[src/rtl/scoreboard_pkg.sv]
// rtl/scoreboard_pkg.sv - shared state type, 7-segment table and BCD saturating add
package scoreboard_pkg;

  typedef enum logic [2:0] {IDLE, LOAD, PLAY, EVAL, NEXT, DONE} state_t;

  // Active-high gfedcba patterns for digits 9 (top) down to 0 (bottom)
  localparam logic [69:0] SEG_TABLE = {7'h6F, 7'h7F, 7'h07, 7'h7D, 7'h6D,
                                       7'h66, 7'h4F, 7'h5B, 7'h06, 7'h3F};

  // Adds a single-digit value to a packed BCD number of 'digits' digits; clamps to all-9s
  function automatic logic [15:0] bcd_add_sat(input logic [15:0] a,
                                               input logic [3:0]  add,
                                               input int          digits);
    logic [15:0] sum;
    logic [4:0]  acc;
    logic [3:0]  inc;
    sum = a;
    inc = add;
    for (int i = 0; i < 4; i++) begin
      if (i < digits) begin
        acc = {1'b0, a[i*4 +: 4]} + {1'b0, inc};
        if (acc > 5'd9) begin
          sum[i*4 +: 4] = 4'(acc - 5'd10);
          inc = 4'd1;
        end else begin
          sum[i*4 +: 4] = acc[3:0];
          inc = 4'd0;
        end
      end
    end
    if (inc != 4'd0) begin
      for (int i = 0; i < 4; i++) begin
        if (i < digits) sum[i*4 +: 4] = 4'd9;
      end
    end
    return sum;
  endfunction

endpackage

[src/rtl/bcd_to_seg7.sv]
// rtl/bcd_to_seg7.sv - one BCD digit to active-high 7-segment pattern, blank above 9
module bcd_to_seg7
  import scoreboard_pkg::*;
(
  input  logic [3:0] i_bcd,
  output logic [6:0] o_seg
);

  assign o_seg = (i_bcd > 4'd9) ? 7'h00 : SEG_TABLE[7*i_bcd +: 7];

endmodule

[src/rtl/scoreboard_controller_gen.sv]
// rtl/scoreboard_controller_gen.sv - multi-level timed round scoreboard with BCD score, timer and 7-segment drive
module scoreboard_controller_gen
  import scoreboard_pkg::*;
#(
  parameter int PTS_DIGITS = 3,
  parameter int TIME_SEC   = 60,
  parameter int BONUS_SEC  = 15,
  parameter int NUM_LEVELS = 2,
  parameter int PASS_STEP  = 20,
  parameter int PTS_NORMAL = 2,
  parameter int PTS_BONUS  = 3
) (
  input  logic                          clk,
  input  logic                          rst,
  input  logic                          tick,
  input  logic                          st,
  input  logic                          pt,
  output logic                          done,
  output logic                          pass,
  output logic [3:0]                    level_bcd,
  output logic [7:0]                    timer_bcd,
  output logic [4*PTS_DIGITS-1:0]       points_bcd,
  output logic [7*(PTS_DIGITS+3)-1:0]   seg7
);

  localparam int PW        = 4 * PTS_DIGITS;
  localparam int NSEG      = PTS_DIGITS + 3;
  localparam int MAX_SCORE = 10 ** PTS_DIGITS - 1;
  localparam int SW        = $clog2(MAX_SCORE + 1);
  localparam logic [7:0] TIME_BCD = 8'(((TIME_SEC / 10) * 16) + (TIME_SEC % 10));

  state_t        r_state, w_next;
  logic          r_st_q, r_pt_q, r_done, r_pass;
  logic [3:0]    r_level;
  logic [7:0]    r_timer, w_timer_dec;
  logic [15:0]   r_points, w_points_sum;
  logic [SW-1:0] r_shadow, w_shadow_sum;
  logic [3:0]    w_add;
  logic          w_st_e, w_pt_e, w_bonus, w_lvl_ok, w_last_lvl;

  assign w_st_e     = st & ~r_st_q;
  assign w_pt_e     = pt & ~r_pt_q;
  assign w_bonus    = (int'(r_timer[7:4]) * 10 + int'(r_timer[3:0])) <= BONUS_SEC;
  assign w_add      = w_bonus ? 4'(PTS_BONUS) : 4'(PTS_NORMAL);
  assign w_lvl_ok   = int'(r_shadow) >= int'(r_level) * PASS_STEP;
  assign w_last_lvl = (r_level == 4'(NUM_LEVELS));
  assign w_timer_dec = (r_timer[3:0] == 4'd0) ? {r_timer[7:4] - 4'd1, 4'd9}
                                              : {r_timer[7:4], r_timer[3:0] - 4'd1};
  assign w_points_sum = bcd_add_sat(r_points, w_add, PTS_DIGITS);
  assign w_shadow_sum = (int'(r_shadow) + int'(w_add) > MAX_SCORE) ? SW'(MAX_SCORE)
                                                                   : r_shadow + SW'(w_add);

  always_ff @(posedge clk) begin
    if (rst) r_state <= IDLE;
    else     r_state <= w_next;
  end

  always_comb begin
    w_next = r_state;
    case (r_state)
      IDLE:    if (w_st_e) w_next = LOAD;
      LOAD:    w_next = PLAY;
      PLAY:    if (r_timer == 8'h00) w_next = EVAL;
      EVAL:    w_next = (w_lvl_ok && !w_last_lvl) ? NEXT : DONE;
      NEXT:    w_next = PLAY;
      DONE:    if (w_st_e) w_next = LOAD;
      default: w_next = IDLE;
    endcase
  end

  always_ff @(posedge clk) begin
    if (rst) begin
      r_st_q   <= 1'b0;
      r_pt_q   <= 1'b0;
      r_points <= '0;
      r_shadow <= '0;
      r_timer  <= TIME_BCD;
      r_level  <= 4'd1;
      r_done   <= 1'b0;
      r_pass   <= 1'b0;
    end else begin
      r_st_q <= st;
      r_pt_q <= pt;
      case (r_state)
        LOAD: begin
          r_points <= '0;
          r_shadow <= '0;
          r_timer  <= TIME_BCD;
          r_level  <= 4'd1;
          r_done   <= 1'b0;
          r_pass   <= 1'b0;
        end
        PLAY: begin
          // Bonus decision above reads the pre-tick timer, so a coincident tick does not affect it
          if (tick && r_timer != 8'h00) r_timer <= w_timer_dec;
          if (w_pt_e) begin
            r_points <= w_points_sum;
            r_shadow <= w_shadow_sum;
          end
        end
        EVAL: begin
          if (!(w_lvl_ok && !w_last_lvl)) begin
            r_done <= 1'b1;
            r_pass <= w_lvl_ok;
          end
        end
        NEXT: begin
          r_level <= r_level + 4'd1;
          r_timer <= TIME_BCD;
        end
        default: ;
      endcase
    end
  end

  assign done       = r_done;
  assign pass       = r_pass;
  assign level_bcd  = r_level;
  assign timer_bcd  = r_timer;
  assign points_bcd = r_points[PW-1:0];

  logic [4*NSEG-1:0] w_codes;
  assign w_codes = {r_points[PW-1:0], r_timer, r_level};

  for (genvar k = 0; k < NSEG; k++) begin : g_seg
    bcd_to_seg7 u_seg (
      .i_bcd (w_codes[4*k +: 4]),
      .o_seg (seg7[7*k +: 7])
    );
  end

endmodule

[config.mk]
export PLATFORM = sky130hd
export DESIGN_NAME = scoreboard_controller_gen
export DESIGN_NICKNAME = d
export VERILOG_FILES = /design/src/rtl/scoreboard_pkg.sv /design/src/rtl/bcd_to_seg7.sv /design/src/rtl/scoreboard_controller_gen.sv
export SDC_FILE = /design/constraint.sdc
export NUM_CORES = 1
export LEC_CHECK = 0
export CORE_ASPECT_RATIO = 1.1
export CORE_MARGIN = 4
export CORE_UTILIZATION = 45
export DETAILED_ROUTE_END_ITERATION = 6
export GPL_ROUTABILITY_DRIVEN = 1
export PLACE_DENSITY = 0.68
export SLEW_MARGIN = 25
export SYNTH_ARGS = -nofsm -noshare
export SYNTH_HDL_FRONTEND = slang
export SYNTH_HIERARCHICAL = 1
export SYNTH_SLANG_ARGS = --single-unit
[constraint.sdc]
create_clock -name clk -period 7.1 [get_ports clk]
set_input_delay 1.065 -clock clk [delete_from_list [all_inputs] [get_ports clk]]
set_output_delay 1.065 -clock clk [all_outputs]
set_load 0.02 [all_outputs]
==> Flow_metrics.wiki <==
{| class="wikitable"
! Metric !! Value
|-
| Outcome || complete, no violations
|-
| Leakage || 2.05 nW
|-
| Post-route minimum period || 5.64 ns
|-
| Clock network fraction of total power || 0.221
|-
| Die Span X || 102 um
|-
| Type of the setup path with the least slack || flip-flop to flip-flop
|-
| Number of nets produced by synthesis || 641
|-
| Register share of total power || 0.385
|-
| Full die area || 0.0113 mm2
|-
| Arr. time, crit path || 5.80 ns
|-
| Standard cell core area || 0.00940 mm2
|-
| CTS Hold Bufs || 0
|-
| Logic depth of the worst register-to-register path || 23
|-
| Asr flop ratio synth || 0
|-
| Remaining DRCs || 0
|-
| Layout Area Growth over Synthesis || 18.6%
|-
| Maximum capacitance violations || 0
|-
| Setup TNS || 0 ns
|-
| Capture instance of the worst register-to-register path || r_points[3]
|-
| Clock Skews || 0.00719 ns
|-
| Clock transition time at the flip-flop clock pins of the worst setup and hold paths || 0.08 ns
|-
| Count of buffers inserted at the top-level ports || 72
|-
| Routability congestion estimate || 0.834
|-
| CTS buffer count || 5
|-
| Initial core utilization || 0.464
|-
| Synthesized netlist cell count || 563
|-
| Delay of the slowest critical-path stage || 0.56 ns
|-
| Htree depth || 2
|-
| Endpoint type of the worst setup path || flip-flop
|-
| Longest Clk Path Bufs || 2
|-
| Post-synth EDFFs || 0
|-
| Largest net degree at the start of global routing || 42
|-
| Starting DRT DRC Count || 210
|-
| Max Slew Vio Count || 0
|-
| Ratio of routed vias to standard cells || 5.65
|-
| Maximum fanout count along the critical path || 12
|-
| Worst Hold Depth || 2
|-
| Top-area cell type share of the netlist area || 0.201
|-
| Count of filler cells inserted in the layout || 879
|-
| Register bit total from synthesis || 41
|-
| Most used cell, CP || sky130_fd_sc_hd__ha_1
|-
| Master of the slowest instance on the critical path || sky130_fd_sc_hd__dfxtp_1
|-
| Highest ir drop seen on vdd || 0.000133 V
|-
| Hold Crit Endpoint || pass
|-
| PwrDens || 139 mW/mm2
|-
| Half-perimeter wire length after placement || 7500 um
|-
| Final Cycle Share || 0.794
|-
| Total setup buffers inserted after CTS || 0
|-
| Number of global-route vias before repair || 3934
|-
| Worst min path class || flip-flop to flip-flop
|-
| Clock Root Buffer || sky130_fd_sc_hd__clkbuf_8
|-
| Synth Flop Type || sky130_fd_sc_hd__dfxtp_1
|-
| Final setup violation count || 0
|-
| Number of buffers and inverters on the critical path || 1
|-
| First-pass GRT wire length || 17600 um
|-
| Post-detailed-placement cell area || 0.00508 mm2
|-
| Highest clock frequency the design can meet || 177 MHz
|-
| Worst hold start || pass
|-
| Synthesized area divided by synthesized cell count || 7.74 um2
|-
| Internal power consumption || 0.448 mW
|-
| Die height || 111 um
|-
| Switching power total || 0.269 mW
|-
| Required time of the critical path || 7.27 ns
|-
| Post-cts sizing count || 0
|-
| Cells along the critical path || ha_1 -> ha_1 -> fa_1 -> o21ai_0 -> and3_1 -> ha_1 -> inv_1 -> ha_1 -> a21boi_0 -> mux2i_1 -> nor2_1 -> ha_1 -> ha_1 -> nor2_1 -> a21oi_1 -> o22a_1 -> ha_1 -> ha_1 -> nand2b_1 -> a31oi_1 -> nor3_1 -> o31ai_1 -> a21oi_1
|-
| Number of detailed-route iterations in the first pass || 4
|-
| Final wirelength || 10100 um
|-
| Area of all sequential standard cells || 821 um2
|-
| Clock sink count || 41
|-
| Gate family responsible for the most delay along the worst path || adder cells
|-
| Share of the yosys chip area belonging to registers || 0.188
|-
| Number of distinct standard cells referenced by the synthesized netlist || 68
|-
| Cell area after synthesis || 0.00436 mm2
|-
| Post-DRT Antenna Nets || 0
|-
| Ranking of synthesized cells by area || sky130_fd_sc_hd__ha_1 20%, sky130_fd_sc_hd__dfxtp_1 19%, sky130_fd_sc_hd__a21oi_1 6.2%
|-
| Final worst hold slack || 0.487 ns
|-
| Setup slack, reg-to-reg || 1.46 ns
|-
| Portion of total power attributed to combinational logic || 0.395
|-
| Yosys warnings || 6
|-
| Number of rows in the core area || 37
|-
| Multi-input gate area || 0.00323 mm2
|-
| Top-level port count || 73
|-
| Count of inserted antenna diode cells || 0
|-
| Mean routed wirelength per cell || 13.7 um
|-
| Fraction of power spent switching nets || 0.375
|-
| Total routing usage reported by global routing || 0.178
|-
| Latest clock arrival within the worst-skew pair || 0.29 ns
|-
| Crit Reg-Reg Startpoint || timer_bcd[7]
|-
| Cell type with the highest aggregate area in the netlist || sky130_fd_sc_hd__ha_1
|-
| Relative slew slack || 0.455
|-
| Final Core Density || 0.550
|-
| RSZ-0062 raised after global routing || no
|-
| Remaining global-route overflow || 0
|-
| Antenna violations before repair || 0
|-
| Layout cells sized above 1 || 0.0341
|-
| Worst Tran Pin Value || 0.815 ns
|-
| Cell area after layout || 0.00516 mm2
|-
| Total number of nets in the final design || 694
|-
| Total number of vias || 4144
|-
| Critical Path Start Type || flip-flop
|-
| CTS tree || built
|-
| Final hold violation count || 0
|}
## final cells by class
class,instances,share of cell area
multi-input cells,454,0.625
flip-flops and latches,41,0.159
repair buffers,73,0.141
inverters,41,0.0298
well taps,117,0.0283
clock buffers,7,0.0167
## stage by stage
stage | std cells | power (mW) | setup slack (ns)
floorplan | 563 | 0.462 | 1.89
global placement | 726 | 0.559 | 1.76
detailed placement | 726 | 0.565 | 1.47
CTS | 733 | 0.725 | 1.47
global route | 733 | 0.766 | 0.886
finish | 733 | 0.717 | 1.46
## logic make-up after synthesis
group / Yosys count / share of synthesized area
adders and majority gates: 73 / 0.215
muxes: 9 / 0.0210
AOI/OAI and AO/OA: 163 / 0.250
DFF: 41 / 0.188
xor gates and xnor gates: 9 / 0.0181
buffers and inverters: 68 / 0.0704
and+or+nand+nor: 200 / 0.238
## sequential cells by signal, summed over array words and instances (netlist names)
name and flops:
done 1, level_bcd 4, pass 1, r_points 12, r_pt_q 1, r_shadow 10
r_st_q 1, r_state 3, timer_bcd 8
## power groups by stage
| stage | registers [mW] | clock network [mW] | logic [mW] |
|---|---|---|---|
| 2_1_floorplan | 0.272 | 0 | 0.191 |
| 3_3_place_gp | 0.281 | 0 | 0.278 |
| 3_5_place_dp | 0.282 | 0 | 0.284 |
| 4_1_cts | 0.276 | 0.164 | 0.285 |
| 5_1_grt | 0.280 | 0.171 | 0.314 |
| 6_report | 0.276 | 0.158 | 0.283 |
## cell usage in the layout, fill, tap and decap left out, drive strengths merged, types with 3 or more instances in the layout
cell type      instances
clkdlybuf4s50         72
ha                    70
nor2                  64
a21oi                 55
inv                   41
dfxtp                 41
nand2                 27
nand2b                25
o21ai                 24
nor3                  19
nand3                 11
a21o                   9
nor2b                  9
and3                   9
o211ai                 8
mux2i                  8
a31oi                  8
o31a                   8
a211oi                 8
xnor2                  7
or3                    7
clkbuf                 7
nor3b                  6
o31ai                  4
a22oi                  4
a221oi                 4
or2                    4
a21boi                 3
o21a                   3
a31o                   3
o32ai                  3
nand4                  3
and2                   3
fa                     3
or3b                   3
## how the worst max path moves through the flow
stage                       from          end  cells past startpoint  slack (ns)
CTS                 timer_bcd[6]  r_points[3]                     23        1.47
floorplan           timer_bcd[5]  r_points[3]                     25        1.89
finish              timer_bcd[7]  r_points[3]                     23        1.46
global placement    timer_bcd[6]  r_points[3]                     23        1.76
global route        timer_bcd[6]  r_points[8]                     24        0.89
detailed placement  timer_bcd[7]  r_points[3]                     23        1.47
## cells in the mapped netlist, drive strengths merged (8+ instances only)
| library cell | count |
|---|---|
| a21oi | 55 |
| nand2 | 27 |
| nor2b | 9 |
| clkbuf | 18 |
| o21ai | 24 |
| inv | 41 |
| a21o | 9 |
| buf | 9 |
| o31a | 8 |
| and3 | 9 |
| dfxtp | 41 |
| a211oi | 8 |
| nor2 | 64 |
| ha | 70 |
| nand2b | 25 |
| mux2i | 8 |
| nor3 | 19 |
| o211ai | 8 |
| nand3 | 11 |
| a31oi | 8 |
## routing by layer
metal	vias up	global-route usage	routed length (um)	part of all wire
met5	-	0	0	0
met4	0	0.0350	80	0.0080
met3	8	0.0258	378	0.038
met2	82	0.315	5000	0.50
met1	1941	0.229	4600	0.46
li1	2113	-	-	-
## worst min-delay path, cell delays in order (launching register included)
cell                       delay (ns)
sky130_fd_sc_hd__dfxtp_1         0.32
sky130_fd_sc_hd__nand2_1         0.05
sky130_fd_sc_hd__a221oi_1        0.06
No activity file was read; power rests on OpenSTA's default activity.
